[src/rtl/ballot_frame_decoder.sv]
// Parses 3-byte ballot frames (SYNC, HDR, ~HDR) from a valid/ready byte stream,
// pulses the selected voter line for one cycle per good frame and counts outcomes.
module ballot_frame_decoder #(
  parameter logic [7:0] SYNC    = 8'hA5,
  parameter int         TIMEOUT = 16
) (
  input  logic        clk,
  input  logic        reset,
  input  logic        in_valid,
  input  logic [7:0]  in_data,
  output logic        in_ready,
  output logic [31:0] np,
  output logic [7:0]  vip,
  output logic        vvip,
  output logic [7:0]  ok_cnt,
  output logic [7:0]  err_cnt
);

  localparam int TW = $clog2(TIMEOUT + 1);
  localparam logic [TW-1:0] TMO_LIMIT = TW'(TIMEOUT);

  typedef enum logic [1:0] {
    S_IDLE,
    S_HDR,
    S_CHK,
    S_EMIT
  } state_t;

  state_t        state_q, state_d;
  logic [7:0]    hdr_q, hdr_d;
  logic [TW-1:0] tmo_q, tmo_d;
  logic [31:0]   np_q, np_d;
  logic [7:0]    vip_q, vip_d;
  logic          vvip_q, vvip_d;
  logic [7:0]    ok_q, ok_d;
  logic [7:0]    err_q, err_d;

  logic          accept;
  logic          waiting;
  logic          id_ok;
  logic          frame_good;
  logic [1:0]    cls;
  logic [5:0]    id;
  logic [TW-1:0] tmo_inc;

  function automatic logic [7:0] sat_inc(input logic [7:0] v);
    return (v == 8'hFF) ? v : v + 8'd1;
  endfunction

  assign in_ready = (state_q != S_EMIT);
  assign accept   = in_valid && in_ready;
  assign waiting  = ((state_q == S_HDR) || (state_q == S_CHK)) && !accept;
  assign cls      = hdr_q[7:6];
  assign id       = hdr_q[5:0];
  assign tmo_inc  = tmo_q + 1'b1;

  // Class-dependent id range; class 11 is never legal.
  always_comb begin
    id_ok = 1'b0;
    case (cls)
      2'b00:   id_ok = ~id[5];
      2'b01:   id_ok = (id[5:3] == 3'd0);
      2'b10:   id_ok = (id == 6'd0);
      default: id_ok = 1'b0;
    endcase
  end

  assign frame_good = (in_data == ~hdr_q) && id_ok;

  always_comb begin
    state_d = state_q;
    hdr_d   = hdr_q;
    tmo_d   = '0;
    np_d    = '0;
    vip_d   = '0;
    vvip_d  = 1'b0;
    ok_d    = ok_q;
    err_d   = err_q;

    case (state_q)
      S_IDLE: begin
        if (accept && (in_data == SYNC)) begin
          state_d = S_HDR;
        end
      end
      S_HDR: begin
        if (accept) begin
          hdr_d   = in_data;
          state_d = S_CHK;
        end
      end
      S_CHK: begin
        if (accept) begin
          if (frame_good) begin
            state_d = S_EMIT;
            case (cls)
              2'b00:   np_d   = 32'h1 << id[4:0];
              2'b01:   vip_d  = 8'h1 << id[2:0];
              default: vvip_d = 1'b1;
            endcase
          end else begin
            state_d = S_IDLE;
            err_d   = sat_inc(err_q);
          end
        end
      end
      S_EMIT: begin
        state_d = S_IDLE;
        ok_d    = sat_inc(ok_q);
      end
      default: state_d = S_IDLE;
    endcase

    // A stalled frame is abandoned on the cycle the idle count reaches the limit.
    if (waiting) begin
      if (tmo_inc == TMO_LIMIT) begin
        state_d = S_IDLE;
        err_d   = sat_inc(err_q);
        tmo_d   = '0;
      end else begin
        tmo_d = tmo_inc;
      end
    end
  end

  always_ff @(posedge clk) begin
    if (reset) begin
      state_q <= S_IDLE;
      hdr_q   <= '0;
      tmo_q   <= '0;
      np_q    <= '0;
      vip_q   <= '0;
      vvip_q  <= 1'b0;
      ok_q    <= '0;
      err_q   <= '0;
    end else begin
      state_q <= state_d;
      hdr_q   <= hdr_d;
      tmo_q   <= tmo_d;
      np_q    <= np_d;
      vip_q   <= vip_d;
      vvip_q  <= vvip_d;
      ok_q    <= ok_d;
      err_q   <= err_d;
    end
  end

  assign np      = np_q;
  assign vip     = vip_q;
  assign vvip    = vvip_q;
  assign ok_cnt  = ok_q;
  assign err_cnt = err_q;

endmodule

[config.mk]
export PLATFORM = sky130hd
export DESIGN_NAME = ballot_frame_decoder
export DESIGN_NICKNAME = d
export VERILOG_FILES = /design/src/rtl/ballot_frame_decoder.sv
export SDC_FILE = /design/constraint.sdc
export NUM_CORES = 1
export LEC_CHECK = 0
export ABC_AREA = 1
export BUFFER_PORTS_ARGS = -buffer_cell sky130_fd_sc_hd__buf_2
export CAP_MARGIN = 20
export CORE_MARGIN = 8
export CORE_UTILIZATION = 37
export CTS_BUF_LIST = sky130_fd_sc_hd__clkbuf_2 sky130_fd_sc_hd__clkbuf_4 sky130_fd_sc_hd__clkbuf_8
export CTS_CLUSTER_DIAMETER = 120
export DETAILED_ROUTE_END_ITERATION = 16
export MAX_ROUTING_LAYER = met4
export PLACE_DENSITY_LB_ADDON = 0.05
export SLEW_MARGIN = 20
export SYNTH_ARGS = -nofsm -noshare
export SYNTH_HDL_FRONTEND = slang
export SYNTH_SLANG_ARGS = --single-unit
[constraint.sdc]
create_clock -name clk -period 4.5 [get_ports clk]
set_input_delay 0.225 -clock clk [delete_from_list [all_inputs] [get_ports clk]]
set_output_delay 0.225 -clock clk [all_outputs]
set_load 0.05 [all_outputs]
==> run summary, run 1 <==
Starting Density - 0.374
Die Width - 109 um
post-route cell area - 3750 um2
Worst R2R Setup Slack - 2.34 ns
part of the power in registers - 0.540
Max Fclk - 0.464 GHz
DP Wirelength - 5620 um
gpl congestion - 0.778
Tmin final - 2.16 ns
Cells after Synth - 392
DRT iter0 DRCs - 111
Hold Path End - ok_cnt[7]
first-pass GRT wire length - 12,800 um
post_cts resized - 0
total power - 1.20 mW
Avg Cell Area, Syn - 8.11 um2
final-stage net count - 478
CTS tree - yes
clk_lat worst skew - 0.35 ns
Clock Path Buffers - 2
post-route DRC violation count - 0
core box area - 8510 um2
row cnt - 34
synthesis-stage register bit count - 72
grt ovf - 0
Synth Cell Area - 3180 um2
reg2reg start - hdr_q[3]
Clk pwr share - 0.400
I/O pins - 69
layer with the highest usage - met2
hold_sp - reset
Post-DP Area - 3570 um2
Worst Skew - 0.0130 ns
final setup fails - 0
ranking of synthesized cells by area - dfxtp_1 45%, nand2_1 9.4%, nor3_2 9.4%
Wirelength per Cell - 13.3 um
setup bufs post-CTS - 0
switching pwr - 331 uW
CTS Root Cell - clkbuf_8
met2 Use GR - 0.237
Crit path arrival time - 2.42 ns
register area share after synthesis - 0.453
Synth top area share - 0.453
fin worst setup slack - 2.34 ns
vias in the first global route - 2,733
Ys Warns - 0
RSZ-0062 raised after global routing - false
Final Max Tran Viols - 0
Unique masters post-synth - 33
outcome - completed
Least-Margin Pin Slew - 0.759 ns
Finished Core Util - 0.441
# hold bufs at CTS - 0
GR Util met3 - 0.0319
via count - 2,703
Peak VDD IR - 0.000145 V
pin count of the biggest net entering global routing - 33
worst hold path class - primary input to flop
Crit Path Category - flop to flop
pwr/cell area - 321 nW/um2
met1 Resource Use GR - 0.159
Clock transition at path regs - 0.09 ns
worst slew margin relative to its limit - 0.493
hold path cells - 2
Synth area leader - dfxtp_1
final wirelength - 7620 um
max-cap check violation count - 0
drt pass-1 iters - 4
H-Tree Level Count - 3
initial antenna violation count - 0
Antenna Violating Nets Remaining - 0
RR Endpoint - np[27]
via/cell ratio - 4.72
CP Max Fanout - 32
# diodes - 0
share of post-route cells with drive strength above 1 - 0.286
final hold viol count - 0
Comb pwr share - 0.060
Reg2Reg Depth - 6
crit share post-route - 0.479
Die Span Y - 109 um
Mapped Nets - 410
endpoint class of the critical path - flop
Layout area overhead - 18.0%
post-placement setup slack - 2.22 ns
PortBufs - 68
Startpoint Class - flop
Total GRT Usage - 0.141
die area - 11,800 um2
Worst EP required - 4.76 ns
TNS Setup - 0 ns
CTS buffer count - 9
Sw Share - 0.275
P_int - 873 uW
CTS Sinks - 72
Static Leak - 1.61 nW
-- kinds of logic (layout without fill, tap and decap cells) --
group	Yosys count	in the layout	share of synthesized area
simple gates	198	198	0.337
flops	72	72	0.453
buf+inv	64	137	0.0929
compound gates	48	48	0.0807
fa+ha+maj	7	7	0.0275
xor+xnor	3	3	0.00827
-- sequential cells by signal, summed over array words and instances, names as in the netlist --
register  cells
state_q       2
err_cnt       8
np           32
tmo_q         5
vvip          1
hdr_q         8
ok_cnt        8
vip           8
-- power by group through the flow --
stage,sequential [mW],clock [mW],combinational [mW]
after floorplan,0.661,0,0.0560
after global placement,0.666,0,0.0732
after detailed placement,0.666,0,0.0731
after CTS,0.651,0.500,0.0734
after global routing,0.652,0.527,0.0833
final,0.651,0.482,0.0723
-- critical path, cell delays in order (launching register included) --
cell	delay, ns
dfxtp_1	0.64
o22ai_1	0.15
nor2_1	0.12
nand4_1	0.12
nor2_2	0.18
nand4_4	0.54
nor3_1	0.31
-- stage by stage --
stage | std cells | hold slack, ns
finish | 573 | 0.0572
global route | 573 | 0.0526
CTS | 573 | 0.0357
detailed placement | 557 | 0.417
global placement | 557 | 0.409
floorplan | 392 | 0.294
-- metal layers --
metal | up-vias | routed length, um
met5 | - | 0
met3 | 8 | 403
met2 | 59 | 3740
met1 | 1229 | 3370
met4 | 0 | 99
li1 | 1407 | -
-- cell type report --
class	count	area (um2)
Clock buffer	9	124
Tap cell	108	135
Timing Repair Buffer	69	348
Sequential cell	72	1440
Inverter	52	200
Multi-Input combinational cell	256	1440
Clock inverter	7	61.3
Fill cell	919	4760
-- synth_stat cells (all sizes together) --
cell type  number
nand3b          1
clkbuf          4
nand3          22
nand4           7
dfxtp          72
nor4            3
buf             8
a31oi           1
nand2          83
xor2            1
ha              7
a21boi          1
o22ai           2
nor3b           2
nor3           41
a21oi          24
o21ai          18
a211oi          1
inv            52
o211ai          1
nor2           39
xnor2           2
-- layout by cell type, fill, tap and decap left out, types with 4 or more instances in the layout --
cell type,count
inv_2,4
o21ai_0,18
inv_1,47
clkbuf_8,9
dfxtp_1,72
ha_1,7
nand2_1,80
nor3_2,30
nor2_1,37
inv_6,4
nor3_1,11
a21oi_1,24
nand4_1,5
nand3_2,5
buf_2,68
nand3_1,17
-- worst max path at each step --
| stage | cells past startpoint | slack [ns] | startpoint | endpoint |
|---|---|---|---|---|
| floorplan | 8 | 2.47 | err_cnt[0] | err_cnt[5] |
| global placement | 6 | 2.25 | reset | np[27] |
| detailed placement | 6 | 2.22 | reset | np[27] |
| CTS | 6 | 2.32 | hdr_q[3] | np[27] |
| global route | 6 | 2.03 | hdr_q[3] | np[27] |
| finish | 6 | 2.34 | hdr_q[3] | np[27] |
Note: power is estimated with default switching activity, not from simulation.
==> run 2: changes to the inputs <==
clock period = 2.05 ns   (was 4.5 ns; I/O delays follow)
==> run 2 against run 1 <==
  * Core utilization is 0.81 points higher
  * Sequential cell count stayed put
  * Setup slack worse by 2.1 ns
  * Sequential share of layout area is 0.69 points lower
  * Sequential power is 120% higher
  * Die area stayed put
  * Cell area is 1.8% higher
  * Cell count is 0.87% higher
  * Largest power group unchanged
==> run summary, run 2 (same netlist as run 1, synthesis figures left out) <==
Worst EP required - 2.29 ns (-2.47 ns)
clk_lat worst skew - 0.34 ns (about the same)
via count - 2,711 (+0.30%)
core box area - 8510 um2 (unchanged)
RSZ-0062 raised after global routing - false
Finished Core Util - 0.449 (+0.00809)
TNS Setup - 0 ns (unchanged)
share of post-route cells with drive strength above 1 - 0.298 (+0.0119)
Post-DP Area - 3610 um2 (+1.2%)
CTS Root Cell - clkbuf_8
crit share post-route - 0.891 (+0.412)
Clock transition at path regs - 0.08 ns (about the same)
commonest non-fill, non-tap cell in the layout - nand2_1
H-Tree Level Count - 3 (unchanged)
vias in the first global route - 2,667 (-2.4%)
Die Width - 109 um (unchanged)
gpl congestion - 0.852 (+9.4%)
CP Max Fanout - 13 (-59%)
Wirelength per Cell - 13.0 um (-2.5%)
Static Leak - 1.64 nW (+1.9%)
Layout area overhead - 20.2%
Total GRT Usage - 0.137 (-0.00467)
Die Span Y - 109 um (unchanged)
Tmin final - 1.83 ns (-0.330 ns)
Antenna Violating Nets Remaining - 0 (unchanged)
Worst R2R Setup Slack - 0.22 ns (-2.12 ns)
final setup fails - 0 (unchanged)
DP Wirelength - 5600 um (-0.39%)
via/cell ratio - 4.69 (-0.57%)
DRT iter0 DRCs - 77 (-31%)
CTS buffer count - 9 (unchanged)
most frequent cells in the layout - 79 x nand2_1, 72 x dfxtp_1, 68 x buf_2, 47 x inv_1, 36 x nor2_1
PortBufs - 68 (unchanged)
max-cap check violation count - 0 (unchanged)
placed insts - 561 (+0.72%)
row cnt - 34 (unchanged)
die area - 11,800 um2 (unchanged)
outcome - completed
endpoint class of the critical path - flop
fill cell count - 935 (+1.7%)
CTS tree - yes
post-route DRC violation count - 0 (unchanged)
pin count of the biggest net entering global routing - 33 (unchanged)
CTS Sinks - 72 (unchanged)
final hold viol count - 0 (unchanged)
Least-Margin Pin Slew - 0.546 ns (-0.213 ns)
Worst Skew - 0.00504 ns (-0.00800 ns)
initial antenna violation count - 0 (unchanged)
pwr/cell area - 693 nW/um2 (+120%)
max reg flops - 32 (unchanged)
final-stage net count - 483 (+1.0%)
# diodes - 0 (unchanged)
final wirelength - 7490 um (-1.7%)
setup bufs post-CTS - 0 (unchanged)
first-pass GRT wire length - 12,400 um (-3.2%)
Final Max Tran Viols - 0 (unchanged)
worst hold path class - primary input to flop
total power - 2.65 mW (+120%)
drt pass-1 iters - 4 (unchanged)
Max Fclk - 0.548 GHz (+18%)
Peak VDD IR - 0.000340 V (+130%)
Startpoint Class - flop
I/O pins - 69 (unchanged)
Clock Path Buffers - 2 (unchanged)
post-route cell area - 3820 um2 (+1.8%)
Crit path arrival time - 2.06 ns (-0.36 ns)
worst slew margin relative to its limit - 0.633 (+0.140)
Crit Path Category - flop to flop
grt ovf - 0 (unchanged)
Non-Filler Instances - 578 (+0.87%)
Starting Density - 0.374 (unchanged)
run 2: changes by cell type in the layout (fill, tap and decap cells not counted), sizes merged:
cell / delta
buf: +4
inv: +1
clkinv: -1
dlygate4sd3: +1
run 2: power breakdown:
group          internal (mW)  switching, mW
Combinational         0.0509          0.111
Sequential              1.41         0.0195
Clock                  0.464          0.596
Total                   1.92          0.726
run 2: metal layers:
layer / GRT usage / share of wire / up-vias / wire length [um]
met3: 0.0325 / 0.055 / 12 / 409
met5: - / 0 / - / 0
li1: - / - / 1415 / -
met1: 0.149 / 0.43 / 1233 / 3230
met2: 0.230 / 0.50 / 51 / 3710
met4: 0.0645 / 0.018 / 0 / 135
run 2: critical path, cell delays in order (launching register included):
cell and delay [ns]:
dfxtp_1 0.35, ha_1 0.17, nand2_1 0.05, inv_1 0.10, nand2_1 0.08, xnor2_1 0.24, nand4_1 0.24, nand2_4 0.23
nand2_1 0.06, o21ai_0 0.15, nor2_1 0.05
run 2: cell type report:
class	instances	area [um2]	share of cell area
clock buffers	9	124	0.0324
multi-input cells	256	1460	0.382
inverters	52	200	0.0524
clock inverters	7	61.3	0.0160
well taps	108	135	0.0354
repair buffers	74	400	0.105
flip-flops and latches	72	1440	0.377
run 2: repair_timing:
action | CTS | global route
resized for setup | 0 | 4
setup endpoints to repair | 0 | 10
endpoints found under the hold margin | 2 | 0
hold buffers | 1 | 0
run 2: path summary, 6_finish.rpt:
path / start / to / depth (start not counted)
hold reg to reg: tmo_q[0] / tmo_q[0] / 1
setup reg to reg: tmo_q[0] / err_cnt[1] / 10
hold / removal: in_data[7] / hdr_q[7] / 3
setup / recovery: tmo_q[0] / err_cnt[1] / 10
run 2: stage by stage:
stage	worst slack (ns)	hold WS (ns)
2_1_floorplan	0.0234	0.172
3_3_place_gp	0.216	0.310
3_5_place_dp	0.185	0.311
4_1_cts	0.162	0.0599
5_1_grt	0.00645	0.101
6_report	0.224	0.0853
